===== src/rtl/rv0_ahb_arb.sv =====
// rv0_ahb_arb: 2:1 AHB-Lite manager-side arbiter merging the core's
// instruction-fetch (IM) and data (DM) requesters onto one manager port.
// Address-phase and data-phase ownership are tracked separately so the
// pipelined transfers of both requesters interleave without reordering.
// Read data that completes while the same requester's next address phase
// is still losing arbitration is parked until that requester sees hready.
module rv0_ahb_arb #(
  parameter int ADDR_WIDTH = 32,
  parameter int DATA_WIDTH = 32,
  parameter bit DMEM_PRIO  = 1'b1,
  parameter int STARVE_LIM = 4
) (
  input  logic                  clk_i,
  input  logic                  rst_ni,
  input  logic [ADDR_WIDTH-1:0] im_haddr_i,
  input  logic [1:0]            im_htrans_i,
  input  logic                  im_hwrite_i,
  input  logic [2:0]            im_hsize_i,
  input  logic [3:0]            im_hprot_i,
  input  logic [DATA_WIDTH-1:0] im_hwdata_i,
  output logic                  im_hready_o,
  output logic [DATA_WIDTH-1:0] im_hrdata_o,
  output logic                  im_hresp_o,
  input  logic [ADDR_WIDTH-1:0] dm_haddr_i,
  input  logic [1:0]            dm_htrans_i,
  input  logic                  dm_hwrite_i,
  input  logic [2:0]            dm_hsize_i,
  input  logic [3:0]            dm_hprot_i,
  input  logic [DATA_WIDTH-1:0] dm_hwdata_i,
  output logic                  dm_hready_o,
  output logic [DATA_WIDTH-1:0] dm_hrdata_o,
  output logic                  dm_hresp_o,
  output logic [ADDR_WIDTH-1:0] m_haddr_o,
  output logic [1:0]            m_htrans_o,
  output logic                  m_hwrite_o,
  output logic [2:0]            m_hsize_o,
  output logic [3:0]            m_hprot_o,
  output logic [DATA_WIDTH-1:0] m_hwdata_o,
  input  logic                  m_hready_i,
  input  logic [DATA_WIDTH-1:0] m_hrdata_i,
  input  logic                  m_hresp_i
);

  typedef enum logic [1:0] {
    OWN_NONE = 2'b00,
    OWN_IM   = 2'b01,
    OWN_DM   = 2'b10
  } owner_e;

  localparam owner_e     PRIO_SIDE    = DMEM_PRIO ? OWN_DM : OWN_IM;
  localparam owner_e     OTHER_SIDE   = DMEM_PRIO ? OWN_IM : OWN_DM;
  localparam logic [3:0] STARVE_LIM_C = 4'(STARVE_LIM);
  localparam logic [1:0] HTRANS_IDLE  = 2'b00;

  owner_e                aphase_q, aphase_d;
  owner_e                downer_q, downer_d;
  logic                  hold_im_q, hold_im_d;
  logic                  hold_dm_q, hold_dm_d;
  logic [DATA_WIDTH-1:0] cap_im_q, cap_im_d;
  logic [DATA_WIDTH-1:0] cap_dm_q, cap_dm_d;
  logic                  cap_resp_im_q, cap_resp_im_d;
  logic                  cap_resp_dm_q, cap_resp_dm_d;
  logic [3:0]            starve_q, starve_d;

  logic   req_im_s, req_dm_s, req_other_s;
  logic   idle_im_s, idle_dm_s;
  logic   im_hready_s, dm_hready_s;
  logic   set_hold_im_s, set_hold_dm_s;
  owner_e sel_s;

  assign req_im_s    = im_htrans_i[1];
  assign req_dm_s    = dm_htrans_i[1];
  assign req_other_s = DMEM_PRIO ? req_im_s : req_dm_s;

  // Address-phase owner: live arbitration when the bus advances, frozen while stalled.
  always_comb begin
    sel_s = OWN_NONE;
    if (m_hready_i) begin
      if (req_im_s && req_dm_s) begin
        if (starve_q == STARVE_LIM_C) begin
          sel_s = OTHER_SIDE;
        end else begin
          sel_s = PRIO_SIDE;
        end
      end else if (req_im_s) begin
        sel_s = OWN_IM;
      end else if (req_dm_s) begin
        sel_s = OWN_DM;
      end else begin
        sel_s = OWN_NONE;
      end
    end else begin
      sel_s = aphase_q;
    end
  end

  // Per-requester hready and detection of read data that must be parked.
  always_comb begin
    idle_im_s     = !req_im_s && (downer_q != OWN_IM) && !hold_im_q;
    idle_dm_s     = !req_dm_s && (downer_q != OWN_DM) && !hold_dm_q;
    im_hready_s   = idle_im_s ? 1'b1 : (m_hready_i && (!req_im_s || (sel_s == OWN_IM)));
    dm_hready_s   = idle_dm_s ? 1'b1 : (m_hready_i && (!req_dm_s || (sel_s == OWN_DM)));
    set_hold_im_s = (downer_q == OWN_IM) && m_hready_i && req_im_s && (sel_s != OWN_IM);
    set_hold_dm_s = (downer_q == OWN_DM) && m_hready_i && req_dm_s && (sel_s != OWN_DM);
  end

  // Next-state for ownership, starvation counter and parked read data.
  always_comb begin
    aphase_d      = aphase_q;
    downer_d      = downer_q;
    starve_d      = starve_q;
    hold_im_d     = hold_im_q;
    hold_dm_d     = hold_dm_q;
    cap_im_d      = cap_im_q;
    cap_dm_d      = cap_dm_q;
    cap_resp_im_d = cap_resp_im_q;
    cap_resp_dm_d = cap_resp_dm_q;

    if (m_hready_i) begin
      aphase_d = sel_s;
      downer_d = sel_s;
    end else begin
      aphase_d = aphase_q;
      downer_d = downer_q;
    end

    // A lone priority requester never builds up a starvation streak.
    if (!req_other_s) begin
      starve_d = 4'd0;
    end else if (m_hready_i) begin
      if (sel_s == PRIO_SIDE) begin
        starve_d = starve_q + 4'd1;
      end else begin
        starve_d = 4'd0;
      end
    end else begin
      starve_d = starve_q;
    end

    if (set_hold_im_s) begin
      hold_im_d     = 1'b1;
      cap_im_d      = m_hrdata_i;
      cap_resp_im_d = m_hresp_i;
    end else if (im_hready_s) begin
      hold_im_d = 1'b0;
    end else begin
      hold_im_d = hold_im_q;
    end

    if (set_hold_dm_s) begin
      hold_dm_d     = 1'b1;
      cap_dm_d      = m_hrdata_i;
      cap_resp_dm_d = m_hresp_i;
    end else if (dm_hready_s) begin
      hold_dm_d = 1'b0;
    end else begin
      hold_dm_d = hold_dm_q;
    end
  end

  // State registers with asynchronous active-low reset.
  always_ff @(posedge clk_i or negedge rst_ni) begin
    if (!rst_ni) begin
      aphase_q      <= OWN_NONE;
      downer_q      <= OWN_NONE;
      starve_q      <= 4'd0;
      hold_im_q     <= 1'b0;
      hold_dm_q     <= 1'b0;
      cap_im_q      <= '0;
      cap_dm_q      <= '0;
      cap_resp_im_q <= 1'b0;
      cap_resp_dm_q <= 1'b0;
    end else begin
      aphase_q      <= aphase_d;
      downer_q      <= downer_d;
      starve_q      <= starve_d;
      hold_im_q     <= hold_im_d;
      hold_dm_q     <= hold_dm_d;
      cap_im_q      <= cap_im_d;
      cap_dm_q      <= cap_dm_d;
      cap_resp_im_q <= cap_resp_im_d;
      cap_resp_dm_q <= cap_resp_dm_d;
    end
  end

  // Manager port mux; forced idle while reset is asserted so the bus sees no transfer.
  always_comb begin
    m_haddr_o  = '0;
    m_htrans_o = HTRANS_IDLE;
    m_hwrite_o = 1'b0;
    m_hsize_o  = 3'b000;
    m_hprot_o  = 4'b0000;
    m_hwdata_o = '0;
    if (!rst_ni) begin
      m_htrans_o = HTRANS_IDLE;
    end else begin
      case (sel_s)
        OWN_IM: begin
          m_haddr_o  = im_haddr_i;
          m_htrans_o = im_htrans_i;
          m_hwrite_o = im_hwrite_i;
          m_hsize_o  = im_hsize_i;
          m_hprot_o  = im_hprot_i;
        end
        OWN_DM: begin
          m_haddr_o  = dm_haddr_i;
          m_htrans_o = dm_htrans_i;
          m_hwrite_o = dm_hwrite_i;
          m_hsize_o  = dm_hsize_i;
          m_hprot_o  = dm_hprot_i;
        end
        default: begin
          m_htrans_o = HTRANS_IDLE;
        end
      endcase
      case (downer_q)
        OWN_IM:  m_hwdata_o = im_hwdata_i;
        OWN_DM:  m_hwdata_o = dm_hwdata_i;
        default: m_hwdata_o = '0;
      endcase
    end
  end

  // Requester-side response routing; parked data wins over the live bus.
  always_comb begin
    im_hready_o = 1'b1;
    dm_hready_o = 1'b1;
    im_hrdata_o = '0;
    dm_hrdata_o = '0;
    im_hresp_o  = 1'b0;
    dm_hresp_o  = 1'b0;
    if (!rst_ni) begin
      im_hready_o = 1'b1;
      dm_hready_o = 1'b1;
    end else begin
      im_hready_o = im_hready_s;
      dm_hready_o = dm_hready_s;
      if (hold_im_q) begin
        im_hrdata_o = cap_im_q;
        im_hresp_o  = cap_resp_im_q;
      end else begin
        im_hrdata_o = m_hrdata_i;
        im_hresp_o  = (downer_q == OWN_IM) ? m_hresp_i : 1'b0;
      end
      if (hold_dm_q) begin
        dm_hrdata_o = cap_dm_q;
        dm_hresp_o  = cap_resp_dm_q;
      end else begin
        dm_hrdata_o = m_hrdata_i;
        dm_hresp_o  = (downer_q == OWN_DM) ? m_hresp_i : 1'b0;
      end
    end
  end

endmodule


===== config.mk =====
export PLATFORM = sky130hd
export DESIGN_NAME = rv0_ahb_arb
export DESIGN_NICKNAME = d
export VERILOG_FILES = /design/src/rtl/rv0_ahb_arb.sv
export SDC_FILE = /design/constraint.sdc
export NUM_CORES = 1
export LEC_CHECK = 0
export ABC_CLOCK_PERIOD_IN_PS = 2570
export CAP_MARGIN = 30
export CORE_MARGIN = 1
export CORE_UTILIZATION = 35
export CTS_CLUSTER_SIZE = 14
export DETAILED_ROUTE_END_ITERATION = 8
export GPL_TIMING_DRIVEN = 0
export PLACE_DENSITY = 0.8
export SYNTH_ARGS = -nofsm -noshare
export SYNTH_HDL_FRONTEND = slang
export SYNTH_SLANG_ARGS = --single-unit

===== constraint.sdc =====
create_clock -name clk_i -period 2.57 [get_ports clk_i]
set_input_delay 0.3855 -clock clk_i [delete_from_list [all_inputs] [get_ports clk_i]]
set_output_delay 0.3855 -clock clk_i [all_outputs]
set_load 0.05 [all_outputs]

==> results of run 1 <==
[cell families (layout without fill, tap and decap cells)]
| family | after synthesis | in the layout | share of synthesized area [%] |
|---|---|---|---|
| AOI/OAI and AO/OA | 93 | 93 | 12.4 |
| adders and majority gates | 6 | 6 | 1.40 |
| buffers and inverters | 55 | 416 | 5.11 |
| DFF | 74 | 74 | 34.5 |
| muxes | 132 | 132 | 30.4 |
| and+or+nand+nor | 167 | 168 | 16.1 |
[flip-flops by register name, summed over array words and instances (netlist names)]
name           count
cap_dm_q          32
cap_im_q          32
starve_q           4
downer_q           2
cap_resp_dm_q      1
cap_resp_im_q      1
hold_dm_q          1
hold_im_q          1
[area by class of cell]
type	count	area (µm²)
multi-input combinational	399	3830
clock inverter	7	82.6
buffer	49	480
inverter	5	18.8
timing repair buffer	346	3530
tap	184	230
fill	1126	4500
sequential	74	1850
clock buffer	9	225
[per-layer routing]
metal  global-route usage [%]  up-vias  wire length [µm]
met3                     6.12       30              1050
met1                     29.2     2653              8180
met4                     5.95        0               391
met2                     45.0      185             10500
met5                        0        -                 0
li1                         -     2586                 -
[cell usage in the layout (no fill, tap or decap), types with 5 or more instances in the layout]
cell and instances:
nor2b_1 65, clkdlybuf4s15_2 33, a22oi_1 32, clkdlybuf4s50_1 184
buf_6 43, nor2_1 34, buf_12 5, buf_8 18
dfrtp_1 74, clkbuf_16 14, clkdlybuf4s15_1 8, a21oi_1 5
buf_2 27, nor2_4 40, mux2i_1 65, a22oi_2 42
clkbuf_2 16, mux2_2 7, mux2_4 60, dlygate4sd2_1 29
buf_4 12, nand2_1 8
[path summary, 6_finish.rpt]
check | startpoint | endpoint | slack [ns] | cells after the start
setup / recovery | starve_q[0] | m_hsize_o[2] | -0.22 | 10
hold / removal | rst_ni | cap_im_q[11] | 0.09 | 2
setup reg to reg | starve_q[0] | cap_dm_q[7] | 0.10 | 11
hold reg to reg | cap_im_q[26] | cap_im_q[26] | 0.51 | 1
max in group asynchronous | rst_ni | cap_resp_im_q | 2.22 | 2
min in group clk_i | im_htrans_i[1] | starve_q[2] | 0.40 | 3
[through the flow]
step,TNS (ns),cells
6_report,-7.75,1073
5_1_grt,-11.84,1073
4_1_cts,-7.31,1063
3_5_place_dp,-106.45,1036
3_3_place_gp,-578.78,1035
2_1_floorplan,-0.385,527
[report_power, final]
part | internal (W) | switching (W) | total (W) | leakage [nW]
sequential | 0.00152 | 0.000195 | 0.00171 | 0.910
combinational | 0.00134 | 0.00136 | 0.00270 | 3.33
clock | 0.000769 | 0.000540 | 0.00131 | 0.145
[repair_timing]
action	in CTS	in global routing
hold buffers	1	0
gates cloned	2	6
pin swaps	22	22
hold endpoints to repair	28	0
buffers inserted	9	4
setup endpoints to repair	154	120
resized for setup	623	81
==> impl_results.md, run 1 <==
- Post-synth EDFFs: 0
- Mapped Avg Cell Area: 10.2 µm²
- Die ar.: 15,800 µm²
- Clk_skew: 0.00842 ns
- Vias in the first global route: 5,685
- Final Cycle Share: 108%
- Area leader, netlist: dfrtp_1
- Power Total: 0.00572 W
- Critical Path End Type: output pin
- Initial Util: 36.3%
- Crit path max-delay family: buffers and inverters
- Seq cells post-synth: 74
- Syn_nets: 717
- Crit path DAT: 2.40 ns
- Post-route ant nets: 0
- PD cells: 558 nW/µm²
- Top cells by count, synth: nor2_1 (76), a22oi_1 (74), dfrtp_1 (74)
- Worst hold slack: 0.0896 ns
- Critical path peak fanout: 6
- Predominant post-synthesis flop cell: dfrtp_1
- Core area: 14,800 µm²
- Drt first-iter violations: 291
- CTS Root Cell: clkbuf_16
- RSZ-0062 raised after global routing: true
- Failing checks: negative setup slack
- Final setup fails: 43
- Min Tclk post-route: 2.79 ns
- Clock sink count: 74
- Top cell type's share of synthesized area: 34.5%
- Post-DR vias/cell: 5.08
- Via Count: 5,454
- Share of cells above drive strength 1: 39.7%
- TritonCTS clock tree: built
- DP HPWL: 14,400 µm
- Sequential share of the synthesized area: 34.5%
- Utilization after layout: 69.5%
- Row cnt: 44
- Hold Vio Cnt, Final: 0
- CP required: 2.18 ns
- Crit Path Category: reg -> out
- Netlist cell types: 28
- Max_cap viols: 0
- Fmax: 359 MHz
- Routed WL: 20,200 µm
- Cell Chain, Critical Path: inv_2 -> ha_4 -> nand2_4 -> o311ai_4 -> o21ai_1 -> ha_2 -> nand2b_4 -> clkbuf_16 -> nor2_4 -> buf_6
- Yosys warns: 0
- Class of the worst hold path: in -> async
- Synth top area cells: dfrtp_1 (35%), mux2_4 (17%), mux2i_1 (12%)
- Cells after Synth: 527
- Setup ws final: -0.217 ns
- Total CTS buffers: 9
- Die span in y: 126 µm
- Design area: 10,300 µm²
- Ports: 326
- Clk Latency, worst-skew pair: 0.34 ns
- Leak pwr: 4.38 nW
- Gr ovfl total: 0
- DRT Pass-1 Iters: 4
- Worst VDD drop: 0.348 mV
- Initial antenna violation count: 0
- Rel. slew slack: 62.5%
- Nature of the critical path startpoint: flip-flop
- Dpl cell area: 9180 µm²
- Slew at the pin closest to its max-slew limit: 0.560 ns
- Outcome: finished with violations
- Synthesis-to-layout area growth: 91.3%
- Clock Tree Buf Depth: 2
- Most numerous cell in the Yosys netlist: nor2_1
- DR DRC count: 0
- Total track usage: 24.8%
- Async set-reset flop share out of synthesis: 100%
- Avg WL per Cell: 18.8 µm
- Final slew viol count: 0
- Port-buffer cells: 324
- Max H-tree Level: 3
- Worst stage delay on the critical path: 0.39 ns
- Chip Width: 126 µm
- Largest net degree at the start of global routing: 50
- Reg clk slew, reported paths: 0.06 ns
- Routability Congestion: 0.784
- Final Net Count: 1,074
- Pre-CTS setup slack: -1.48 ns
- First-pass GRT wire length: 30,700 µm
- Mapped cell area: 5360 µm²
- Critical path buffer and inverter count: 3
- CP max-delay cell: dfrtp_1
- Antenna cells: 0
(Power assumes the default switching activity.)
==> run 2, diff against run 1 <==
--- a/config.mk
+++ b/config.mk
@@ -13,6 +13,7 @@
 export DETAILED_ROUTE_END_ITERATION = 8
 export GPL_TIMING_DRIVEN = 0
 export PLACE_DENSITY = 0.8
+export SLEW_MARGIN = 20
 export SYNTH_ARGS = -nofsm -noshare
 export SYNTH_HDL_FRONTEND = slang
 export SYNTH_SLANG_ARGS = --single-unit
==> results of run 2 <==
Same layout as run 1: the final DEF is identical, and so are final timing and power.
